**config.mk**
```make
export PLATFORM = sky130hd
export DESIGN_NAME = alu_op_sequencer
export DESIGN_NICKNAME = d
export VERILOG_FILES = /design/src/rtl/alu_op_sequencer.sv
export SDC_FILE = /design/constraint.sdc
export NUM_CORES = 1
export LEC_CHECK = 0
export ABC_CLOCK_PERIOD_IN_PS = 1700
export CAP_MARGIN = 10
export CORE_UTILIZATION = 35
export CTS_CLUSTER_DIAMETER = 150
export DETAILED_ROUTE_END_ITERATION = 8
export DONT_BUFFER_PORTS = 1
export HOLD_SLACK_MARGIN = 0.05
export SETUP_SLACK_MARGIN = 0.1
export SKIP_CTS_REPAIR_TIMING = 1
export SYNTH_ARGS = -nofsm -noshare
export SYNTH_HDL_FRONTEND = slang
export SYNTH_SLANG_ARGS = --single-unit
```
**constraint.sdc**
```tcl
create_clock -name clk -period 1.7 [get_ports clk]
set_input_delay 0.255 -clock clk [delete_from_list [all_inputs] [get_ports clk]]
set_output_delay 0.255 -clock clk [all_outputs]
set_load 0.05 [all_outputs]
```
**src/rtl/alu_op_sequencer.sv**
```systemverilog
// Initiator for a small combinational ALU: latches one operand pair, sweeps the opcodes,
// buffers each result, then streams (opcode, result) pairs to a downstream consumer.
module alu_op_sequencer #(
  parameter int unsigned W_IN  = 4,
  parameter int unsigned W_Y   = 8,
  parameter int unsigned N_OPS = 4
) (
  input  logic            clk,
  input  logic            rst,
  input  logic            in_valid,
  output logic            in_ready,
  input  logic [W_IN-1:0] in_a,
  input  logic [W_IN-1:0] in_b,
  output logic [W_IN-1:0] alu_a,
  output logic [W_IN-1:0] alu_b,
  output logic [1:0]      alu_s,
  input  logic [W_Y-1:0]  alu_y,
  output logic            out_valid,
  input  logic            out_ready,
  output logic [1:0]      out_s,
  output logic [W_Y-1:0]  out_y,
  output logic            busy,
  output logic            done
);

  typedef enum logic [1:0] {StIdle, StIssue, StDrain} state_e;

  localparam logic [1:0] LastOp = 2'(N_OPS - 1);

  state_e          state_q, state_d;
  logic [W_IN-1:0] alu_a_q, alu_a_d, alu_b_q, alu_b_d;
  logic [1:0]      alu_s_q, alu_s_d;
  logic [1:0]      op_cnt_q, op_cnt_d, rd_ptr_q, rd_ptr_d;
  logic [W_Y-1:0]  res_buf_q [4];
  logic            buf_we;
  logic            done_q, done_d;

  always_comb begin
    state_d  = state_q;
    alu_a_d  = alu_a_q;
    alu_b_d  = alu_b_q;
    alu_s_d  = alu_s_q;
    op_cnt_d = op_cnt_q;
    rd_ptr_d = rd_ptr_q;
    buf_we   = 1'b0;
    done_d   = 1'b0;
    unique case (state_q)
      StIdle: begin
        if (in_valid) begin
          alu_a_d  = in_a;
          alu_b_d  = in_b;
          alu_s_d  = 2'd0;
          op_cnt_d = 2'd0;
          state_d  = StIssue;
        end
      end
      StIssue: begin
        // alu_y reflects alu_s == op_cnt during this cycle
        buf_we = 1'b1;
        if (op_cnt_q == LastOp) begin
          rd_ptr_d = 2'd0;
          state_d  = StDrain;
        end else begin
          op_cnt_d = op_cnt_q + 2'd1;
          alu_s_d  = op_cnt_q + 2'd1;
        end
      end
      StDrain: begin
        if (out_ready) begin
          if (rd_ptr_q == LastOp) begin
            state_d = StIdle;
            done_d  = 1'b1;
          end else begin
            rd_ptr_d = rd_ptr_q + 2'd1;
          end
        end
      end
      default: state_d = StIdle;
    endcase
  end

  always_ff @(posedge clk or posedge rst) begin
    if (rst) begin
      state_q  <= StIdle;
      alu_a_q  <= '0;
      alu_b_q  <= '0;
      alu_s_q  <= '0;
      op_cnt_q <= '0;
      rd_ptr_q <= '0;
      done_q   <= 1'b0;
      for (int i = 0; i < 4; i++) res_buf_q[i] <= '0;
    end else begin
      state_q  <= state_d;
      alu_a_q  <= alu_a_d;
      alu_b_q  <= alu_b_d;
      alu_s_q  <= alu_s_d;
      op_cnt_q <= op_cnt_d;
      rd_ptr_q <= rd_ptr_d;
      done_q   <= done_d;
      if (buf_we) res_buf_q[op_cnt_q] <= alu_y;
    end
  end

  assign alu_a     = alu_a_q;
  assign alu_b     = alu_b_q;
  assign alu_s     = alu_s_q;
  assign in_ready  = (state_q == StIdle);
  assign out_valid = (state_q == StDrain);
  assign busy      = (state_q != StIdle);
  assign done      = done_q;
  assign out_s     = out_valid ? rd_ptr_q : 2'd0;
  assign out_y     = out_valid ? res_buf_q[rd_ptr_q] : '0;

endmodule
```
======== Word-level counts from Yosys, hierarchy flattened ========
Cells that the tools add are included.
word-level totals
  input bits .............................. 20
  bits in read-only memories .............. 0
  word-level logic and storage cells ...... 60
  memories ................................ 0
  register bits ........................... 47
  bits in writable memories ............... 0
  latch bits .............................. 0
cells by class
  equal/unequal tests ..................... 10
  bitwise gates (word level) .............. 2
  shift operators ......................... 0
  multipliers ............................. 0
  order comparisons ....................... 3
  div/mod/pow operators ................... 0
  reductions and logical operators ........ 9
  multiplexer cells ....................... 24
  $add $sub $neg .......................... 2
operator list
  cell                 count
  $bwmux 32            1
  $mux 8               4
  $mux 2               10
  $bmux 8 s2           1
  $demux 8 s2          1
  $ne 2x2->1 const B   4
  $pmux 2 s2           2
  $reduce_and 4->1     2
  $eq 2x2->1 const B   3
  $ge 3x3->1 const B   2
  $not 2->3            2
  $pmux 2 s3           1
  $reduce_bool 2->1    3
  $add 2x1->2 const B  2
  $mux 1               4
  $ne 2x1->1 const B   2
  $lt 3x1->1 const B   1
  $reduce_and 3->1     1
  $eq 2x1->1 const B   1
  $logic_not 2->1      1
  $reduce_and 2->1     1
  $logic_and 1x1->1    1

======== Longest topological paths before layout ========
Gate-level depths: netlist of the first run.
  word-level depth ........................ 6
  gate-level depth with buffers ........... 5
  mapped depth without buffers ............ 4

======== Worst setup path after synthesis of the first run ========
Ideal clock, no wire load.
  path type ............................... register -> output
  from .................................... register state_q[0]
  to ...................................... output out_y[0]
  data required time ...................... 1.445 ns
  stages on the path, launching flop included .. 6
  path slack .............................. -0.356 ns
  buffers on the path ..................... 2
  arrival time ............................ 1.801 ns
  cell sequence ........................... dfrtp_1 > buf_2 > nand2b_1 > inv_1 > clkbuf_1 > and2_1
between the ends
  longest elaborated chain between the ends .. 2
ends and longest elaborated chain
  element                 line  source
  from (decl)             30    state_e state_q, state_d;
  from (signal assigned)  84    state_q <= StIdle;
  from (signal assigned)  93    state_q <= state_d;
  $eq 2x2->1              108   assign out_valid = (state_q == StDrain);
  via out_valid           18    output logic out_valid,
  $mux 8                  112   assign out_y = out_valid ? res_buf_q[rd_ptr_q] : '0;
  to (decl)               21    output logic [W_Y-1:0] out_y,
The timed path passes the listed nets, and every way through them passes these cells.

======== Final worst setup path of the first run ========
  from .................................... register rd_ptr_q[1]
  to ...................................... output out_y[2]
between the ends
  longest elaborated chain between the ends .. 5
ends and longest elaborated chain
  element                                    line  source
  from (decl)                                33    logic [1:0] op_cnt_q, op_cnt_d, rd_ptr_q, rd_ptr_d;
  from (signal assigned)                     98    rd_ptr_q <= rd_ptr_d;
  $not 2->3 (not written as such)            112
  $bmux 8 s2                                 112
  $mux 8 (not written as such) (2 in a row)  112
  $mux 8                                     112
Every way passes these cells. The select of a mux whose other input is x is not followed.

==> results.cfg, run 1 <==
[synth]
synthSimpleGateAreaFrac_pct = 7.32
ys_seq_area_share_pct = 54.6
synth.ff_latch_count = 47
synthXorXnorAreaFrac_pct = 0
yosys-mux-area-fraction_pct = 30.3
syn_area_um2 = 2150
yosysWarnings = 0
syn_nets = 174
synth_compound_area_share_pct = 2.26
avgSynthCellArea_um2 = 14.5
synth.distinct_cells = 20
syn_inst = 149
synthAdderAreaFrac_pct = 2.90
synth_top_family_by_area = multiplexers

[setup_path]
r2r_start = state_q[1]
critPathArrivalTime_ps = 1640
end_kind = output port
critPathLaunchType = flop
path_buf_inv = 2
cp_cell_sequence = buf_6 > mux4_2 > and2_4 > buf_12
r2r_end = alu_b[3]
criticalPathCategory = reg2out
crit_slowest_cell = mux4_2
slowest_delay_ps = 500
cp.required_ps = 1440
critPathTopFamily = multiplexers
rr_worst_depth = 4
crit_fanout = 6
reg2reg_setup_slack_ps = 180

[pwr]
p_per_area_nw_per_um2 = 2030
power_leakage_uw = 0.00114
ir_worst_vdd_mv = 0.669

[die]
rows = 28
fp.dieH_um = 80.5
core_area_um2 = 5920
dieArea_um2 = 6470
dieWidth_um = 80.5
pin_count = 44
start_util_pct = 36.4

[global_route]
grt_pass1_vias = 1313
gr-total-overflow = 0
grt_pass1_wl_um = 6690
antenna_found_initial = 0
grt_use_total_pct = 14.8
grt_max_degree = 35

[finish]
final_net_count = 202
final_common_cell = dfrtp_1
area_growth_pct = 26.1
layout-drive-gt1-share_pct = 58.2
mostFrequentLayoutCells = dfrtp_1 (43), mux2_2 (41), buf_4 (10)
design_area_um2 = 2720
fill_cells = 528
n_antenna_cell = 0

[cts]
cts_max_level = 2
clock_latency_ps = 300
cts_made_buffers = 5
cts_sinks = 47
clkTransAtPathRegs_ps = 80
cts_tree = yes
clockBufferDepth = 2
cts_root_buffer = clkbuf_8

[timing]
finalMaxSlewViolations = 0
rsz0062_at_grt = yes
worst_hold_slack_ps = 99.8
worstMarginPinSlew_ps = 555
slew_headroom_pct = 62.8
finalSetupViolCount = 8
period_share_pct = 111
fmax_mhz = 528
fin_crit_ps = 1890
setup_ws_ps = -192
finalHoldViolations = 0
skew_ps = 5.60

[hold_path]
hold_class = in2reg
holdPathStages = 1
holdPathEnd = res_buf_q[8]
worstHoldStart = alu_y[0]

[placed_design]
dp_worst_setup_slack_ps = 57.9
portBuffers = 0
place_congestion = 0.669
post-dp-hpwl_um = 3170
dpl_cell_area_um2 = 2500

[detailed_routing]
initialDrtViolationCount = 44
avgViaCountPerCell = 5.03
drc = 0
drt-total-wl_um = 4440
ant_nets = 0
drtPass1Iterations = 4
vias = 1268
wl_per_cell_um = 17.6

[flow_run]
maxCapViolCount = 0

[outcome]
status = complete, but fails checks
violations = setup timing
layout make-up:
type                       instances  area (um2)  area share [%]
timing repair inverter             1        7.51           0.276
inverter                           7        33.8            1.24
multi-input combinational         89         958            35.3
clock buffer                       5        68.8            2.53
sequential                        47        1180            43.5
timing repair buffer              26         337            12.4
tap                               75        93.8            3.45
clock inverter                     2        37.5            1.38
worst max-delay path by stage:
stage / from / to / cells past startpoint / slack, ps
after detailed placement: rd_ptr_q[1] / out_y[5] / 4 / 60
final: rd_ptr_q[1] / out_y[2] / 4 / -190
after CTS: rd_ptr_q[1] / out_y[5] / 4 / -270
after global routing: rd_ptr_q[1] / out_y[5] / 4 / -270
after global placement: rd_ptr_q[1] / out_y[0] / 4 / 70
after floorplan: rd_ptr_q[0] / out_y[6] / 3 / 120
registers in the layout (all words and copies together), names as in the netlist:
| signal | cells |
|---|---|
| state_q | 2 |
| rd_ptr_q | 2 |
| res_buf_q | 32 |
| done | 1 |
| alu_a | 4 |
| op_cnt_q | 2 |
| alu_b | 4 |
cells by family (layout without fill, tap and decap cells):
group | count (synthesis) | in the layout
multiplexers | 50 | 50
flip-flops | 47 | 47
AND/OR/NAND/NOR | 27 | 27
buffers and inverters | 13 | 41
AO/OA/AOI/OAI | 7 | 7
adder cells (fa/ha/maj) | 5 | 5
where the power goes:
group          internal (uW)  switching [uW]
Sequential              1680             695
Combinational           1290            1070
Clock                    430             357
Total                   3400            2120
synth_stat cells:
library cell,n,area share [%]
dfrtp_1,47,55
and4bb_2,1,0.58
mux2i_1,1,0.46
nand2_2,3,0.87
o21ai_0,3,0.70
and2_1,12,3.5
nand2b_1,1,0.29
a22o_1,3,1.2
mux2_2,41,21
clkbuf_1,1,0.17
nor2_1,4,0.70
mux4_2,8,8.4
nand2_1,4,0.70
o21bai_1,1,0.35
ha_1,5,2.9
inv_1,7,1.2
nand3b_1,1,0.35
buf_2,4,0.93
buf_4,1,0.35
and2b_1,1,0.35
per-layer routing:
| layer | wire (um) | GRT usage, % | share of wire [%] | vias to the layer above |
|---|---|---|---|---|
| met3 | 217 | 5.11 | 4.9 | 6 |
| li1 | - | - | - | 577 |
| met4 | 68 | 7.68 | 1.5 | 0 |
| met5 | 0 | 0 | 0 | - |
| met2 | 2470 | 25.4 | 56 | 23 |
| met1 | 1680 | 15.8 | 38 | 662 |
through the flow:
step                      total power [uW]  TNS, ps  instances  utilization (%)
after global routing                  5820    -1730        252             45.9
after global placement                4440        0        238             42.2
final                                 5520    -1210        252             45.9
after detailed placement              4600        0        238             42.2
after CTS                             5380    -2150        245             44.0
after floorplan                       3990        0        149                -
(Power assumes the default switching activity.)
==> run 2, diff against run 1 <==
--- a/config.mk
+++ b/config.mk
@@ -7,7 +7,7 @@
 export LEC_CHECK = 0
 export ABC_CLOCK_PERIOD_IN_PS = 1700
 export CAP_MARGIN = 10
-export CORE_UTILIZATION = 35
+export CORE_UTILIZATION = 40
 export CTS_CLUSTER_DIAMETER = 150
 export DETAILED_ROUTE_END_ITERATION = 8
 export DONT_BUFFER_PORTS = 1
==> run 2 against run 1 <==
  * The run still ends with setup timing left
  * Non-clock buffer count fell by 2
  * First-iteration DRC count rose by 43%
  * Count of clock-buffer cells in the layout did not move
  * Utilization rose by 6.2 points
  * Clock power barely moved
  * Die area fell by 12%
  * Largest cell class unchanged
  * Largest power group unchanged
==> results.cfg, run 2 (synthesis gave the netlist of run 1 again) <==
[outcome]
status = complete, but fails checks
violations = setup timing

[placed_design]
place_congestion = 0.704
dpl_cell_area_um2 = 2460
dp.cells = 232
dp_worst_setup_slack_ps = 86.5
post-dp-hpwl_um = 2840
portBuffers = 0

[finish]
instances_no_fill = 245
seq_area_um2 = 1180
postLayoutCoreUtil_pct = 52.1
final_common_cell = dfrtp_1
largest_reg_flops = 32
final_net_count = 200
layout-drive-gt1-share_pct = 58.3
top_register = res_buf_q
n_antenna_cell = 0
fill_cells = 440
design_area_um2 = 2680
mostFrequentLayoutCells = dfrtp_1 (43), mux2_2 (41), buf_4 (10)
multi_input_area_um2 = 957
area_growth_pct = 24.3

[detailed_routing]
initialDrtViolationCount = 63
drc = 0
vias = 1270
wl_per_cell_um = 17.1
drt-total-wl_um = 4180
drtPass1Iterations = 3
ant_nets = 0
avgViaCountPerCell = 5.18

[global_route]
grt_use_total_pct = 16.0
grt_pass1_vias = 1320
grt_pass1_wl_um = 6470
gr-total-overflow = 0
antenna_found_initial = 0
grt_max_degree = 48

[setup_path]
critPathTopFamily = multiplexers
critPathArrivalTime_ps = 1630
slowest_delay_ps = 490
cp.required_ps = 1440
crit_slowest_cell = mux4_2
end_kind = output port
cp_cell_sequence = buf_6 > mux4_2 > and2_4 > buf_12
path_buf_inv = 2
criticalPathCategory = reg2out
critPathLaunchType = flop
crit_fanout = 3

[timing]
slew_headroom_pct = 68.0
worstMarginPinSlew_ps = 480
worst_hold_slack_ps = 97.9
finalMaxSlewViolations = 0
setup_ws_ps = -184
skew_ps = 7.91
rsz0062_at_grt = yes
finalHoldViolations = 0
finalSetupViolCount = 9
period_share_pct = 111
fmax_mhz = 531
fin_crit_ps = 1880

[die]
dieArea_um2 = 5680
dieWidth_um = 75.4
rows = 26
start_util_pct = 41.9
fp.dieH_um = 75.4
core_area_um2 = 5140
pin_count = 44

[cts]
clockBufferDepth = 2
cts_sinks = 47
clock_latency_ps = 300
cts_tree = yes
cts_root_buffer = clkbuf_8
clkTransAtPathRegs_ps = 90
cts_made_buffers = 5
cts_max_level = 2

[pwr]
p_per_area_nw_per_um2 = 2040
power_leakage_uw = 0.00113
ir_worst_vdd_mv = 1.05

[flow_run]
maxCapViolCount = 0

[hold_path]
hold_class = in2reg
-- run 2: cell count changes in the layout (fill, tap and decap cells not counted) --
cell / delta
and2_2: +3
and2_4: -2
and2_1: -1
buf_12: -1
buf_6: -1
-- run 2: final timing paths --
kind                               startpoint       endpoint  slack (ps)  cells past startpoint
max in group asynchronous                 rst     state_q[1]        1030                      3
worst min-delay path                 alu_y[3]  res_buf_q[19]         100                      1
worst max-delay path              rd_ptr_q[1]       out_y[3]        -180                      4
min in group asynchronous                 rst       alu_a[3]         430                      3
worst max register to register    op_cnt_q[0]   res_buf_q[5]         200                      4
worst min register to register  res_buf_q[21]  res_buf_q[21]         510                      1
-- run 2: per-stage QoR --
step / setup TNS [ps] / power, uW
2_1_floorplan: 0 / 3990
3_3_place_gp: 0 / 4430
3_5_place_dp: 0 / 4540
4_1_cts: -2070 / 5330
5_1_grt: -1850 / 5800
6_report: -1290 / 5470
-- run 2: area by class of cell --
cell class / instances / share of cell area (%)
Tap cell: 70 / 3.27
Inverter: 7 / 1.26
Clock inverter: 2 / 1.40
Clock buffer: 5 / 2.57
Sequential cell: 47 / 44.1
Timing Repair Buffer: 24 / 11.4
Timing Repair inverter: 1 / 0.280
Multi-Input combinational cell: 89 / 35.7
-- run 2: power by group --
part           internal, uW  total, uW  leakage [uW]  switching (uW)
combinational          1280       2320      0.000526            1040
sequential             1680       2370      0.000552             686
clock                   430        789     0.0000502             359
-- run 2: metal layers --
| layer | track usage (%) | part of all wire [%] | up-vias |
|---|---|---|---|
| met4 | 6.17 | 1.4 | 0 |
| met2 | 27.9 | 54 | 21 |
| met5 | 0 | 0 | - |
| li1 | - | - | 577 |
| met3 | 3.57 | 3.4 | 6 |
| met1 | 19.4 | 42 | 666 |
==> run 3, diff against run 2 <==
--- a/config.mk
+++ b/config.mk
@@ -5,13 +5,14 @@
 export SDC_FILE = /design/constraint.sdc
 export NUM_CORES = 1
 export LEC_CHECK = 0
-export ABC_CLOCK_PERIOD_IN_PS = 1700
+export ABC_CLOCK_PERIOD_IN_PS = 2200
 export CAP_MARGIN = 10
 export CORE_UTILIZATION = 40
 export CTS_CLUSTER_DIAMETER = 150
 export DETAILED_ROUTE_END_ITERATION = 8
 export DONT_BUFFER_PORTS = 1
 export HOLD_SLACK_MARGIN = 0.05
+export RECOVER_POWER = 100
 export SETUP_SLACK_MARGIN = 0.1
 export SKIP_CTS_REPAIR_TIMING = 1
 export SYNTH_ARGS = -nofsm -noshare
==> constraint.sdc (replaced) <==
create_clock -name clk -period 2.2 [get_ports clk]
set_input_delay 0.33 -clock clk [delete_from_list [all_inputs] [get_ports clk]]
set_output_delay 0.33 -clock clk [all_outputs]
set_load 0.05 [all_outputs]
==> run 3 against run 2 <==
  * First-iteration DRC count up 9.5%
  * Final cell count decreased by 1.2%
  * Highest routed layer unchanged
  * Non-clock buffer count down 3
  * Via count shrank 3.5%
  * Sequential cell count is the same
  * Die area is the same
  * The flow now finishes without violations
  * Count of clock-buffer cells in the layout grew 3
==> results.cfg, run 3 (synthesis gave the netlist of run 1 again) <==
[finish]
largest_reg_flops = 32
top_register = res_buf_q
final_common_cell = dfrtp_1
layout-drive-gt1-share_pct = 42.4
final_net_count = 196
multi_input_area_um2 = 913
n_antenna_cell = 0
mostFrequentLayoutCells = dfrtp_1 (46), mux2_2 (41), buf_12 (9)
area_growth_pct = 18.6
seq_area_um2 = 1180
fill_cells = 470
instances_no_fill = 242

[cts]
cts_made_buffers = 5
clockBufferDepth = 2
cts_sinks = 47
clock_latency_ps = 290
cts_root_buffer = clkbuf_8
cts_max_level = 2
clkTransAtPathRegs_ps = 80
cts_tree = yes

[setup_path]
criticalPathCategory = reg2out
crit_fanout = 11
cp.required_ps = 1870
critPathArrivalTime_ps = 1720
critPathLaunchType = flop
end_kind = output port

[timing]
period_share_pct = 93.1
finalMaxSlewViolations = 0
skew_ps = 4.62
setup_tns_ps = 0
fmax_mhz = 488
slew_headroom_pct = 35.0
finalHoldViolations = 0
worst_hold_slack_ps = 183
setup_ws_ps = 152
finalSetupViolCount = 0
worstMarginPinSlew_ps = 975
fin_crit_ps = 2050
rsz0062_at_grt = yes

[die]
fp.dieH_um = 75.4
pin_count = 44
start_util_pct = 41.9
core_area_um2 = 5140
rows = 26
dieArea_um2 = 5680
dieWidth_um = 75.4

[global_route]
grt_max_degree = 20
grt_use_total_pct = 15.4
antenna_found_initial = 0
grt_pass1_vias = 1233
gr-total-overflow = 0
grt_pass1_wl_um = 6210

[detailed_routing]
vias = 1226
initialDrtViolationCount = 69
drtPass1Iterations = 4
drt-total-wl_um = 3850
ant_nets = 0
avgViaCountPerCell = 5.07
wl_per_cell_um = 15.9
drc = 0

[placed_design]
dp_worst_setup_slack_ps = 435
portBuffers = 0
post-dp-hpwl_um = 2820
place_congestion = 0.688
dp.cells = 233

[pwr]
power_leakage_uw = 0.00108
power.total_uw = 3940
ir_worst_vdd_mv = 0.570
p_per_area_nw_per_um2 = 1540

[hold_path]
hold_class = in2reg

[outcome]
status = completed

[flow_run]
maxCapViolCount = 0
run 3: cell count changes in the layout (fill, tap and decap cells not counted), moves of 4 or more:
cell / change
and2_0: +6
and2_4: -6
clkbuf_1: +6
buf_4: -5
buf_6: -4
clkinvlp_4: -4
run 3: layout make-up:
cell class | instances | share of cell area [%]
flip-flops and latches | 47 | 46.1
clock buffers | 8 | 3.92
multi-input cells | 89 | 35.7
well taps | 70 | 3.43
inverters | 7 | 1.03
repair buffers | 21 | 9.84
run 3: worst max-delay path, stage by stage, from the launching register on:
cell and delay, ps:
dfrtp_1 480, nand2b_1 210, inv_1 270, and2_0 300
buf_12 170
run 3: final timing paths:
check,from,slack [ps],cells after the start,end
hold reg to reg,res_buf_q[15],510,1,res_buf_q[15]
hold / removal,alu_y[1],180,1,res_buf_q[25]
setup reg to reg,op_cnt_q[1],440,3,res_buf_q[6]
setup / recovery,state_q[0],150,4,out_y[4]
max in group asynchronous,rst,480,3,res_buf_q[17]
min in group asynchronous,rst,480,2,alu_b[1]
run 3: metal layers:
layer  vias to the layer above  global-route usage (%)  part of all wire [%]
li1                        571                       -                     -
met1                       630                    20.8                    45
met2                        21                    23.7                    51
met4                         0                    4.94                  0.55
met5                         -                       0                     0
met3                         4                    4.89                   4.3
run 3: report_power, final:
part | total, uW | switching [uW] | internal [uW]
logic | 1560 | 705 | 852
registers | 1830 | 536 | 1290
clock network | 556 | 269 | 287
total | 3940 | 1510 | 2430
run 3: stage by stage:
step                      utilization, %  cell area, um2
final                               49.7            2560
after global routing                49.7            2560
after CTS                           50.1            2570
after detailed placement            48.1            2470
after global placement              48.1            2470
after floorplan                        -            2160
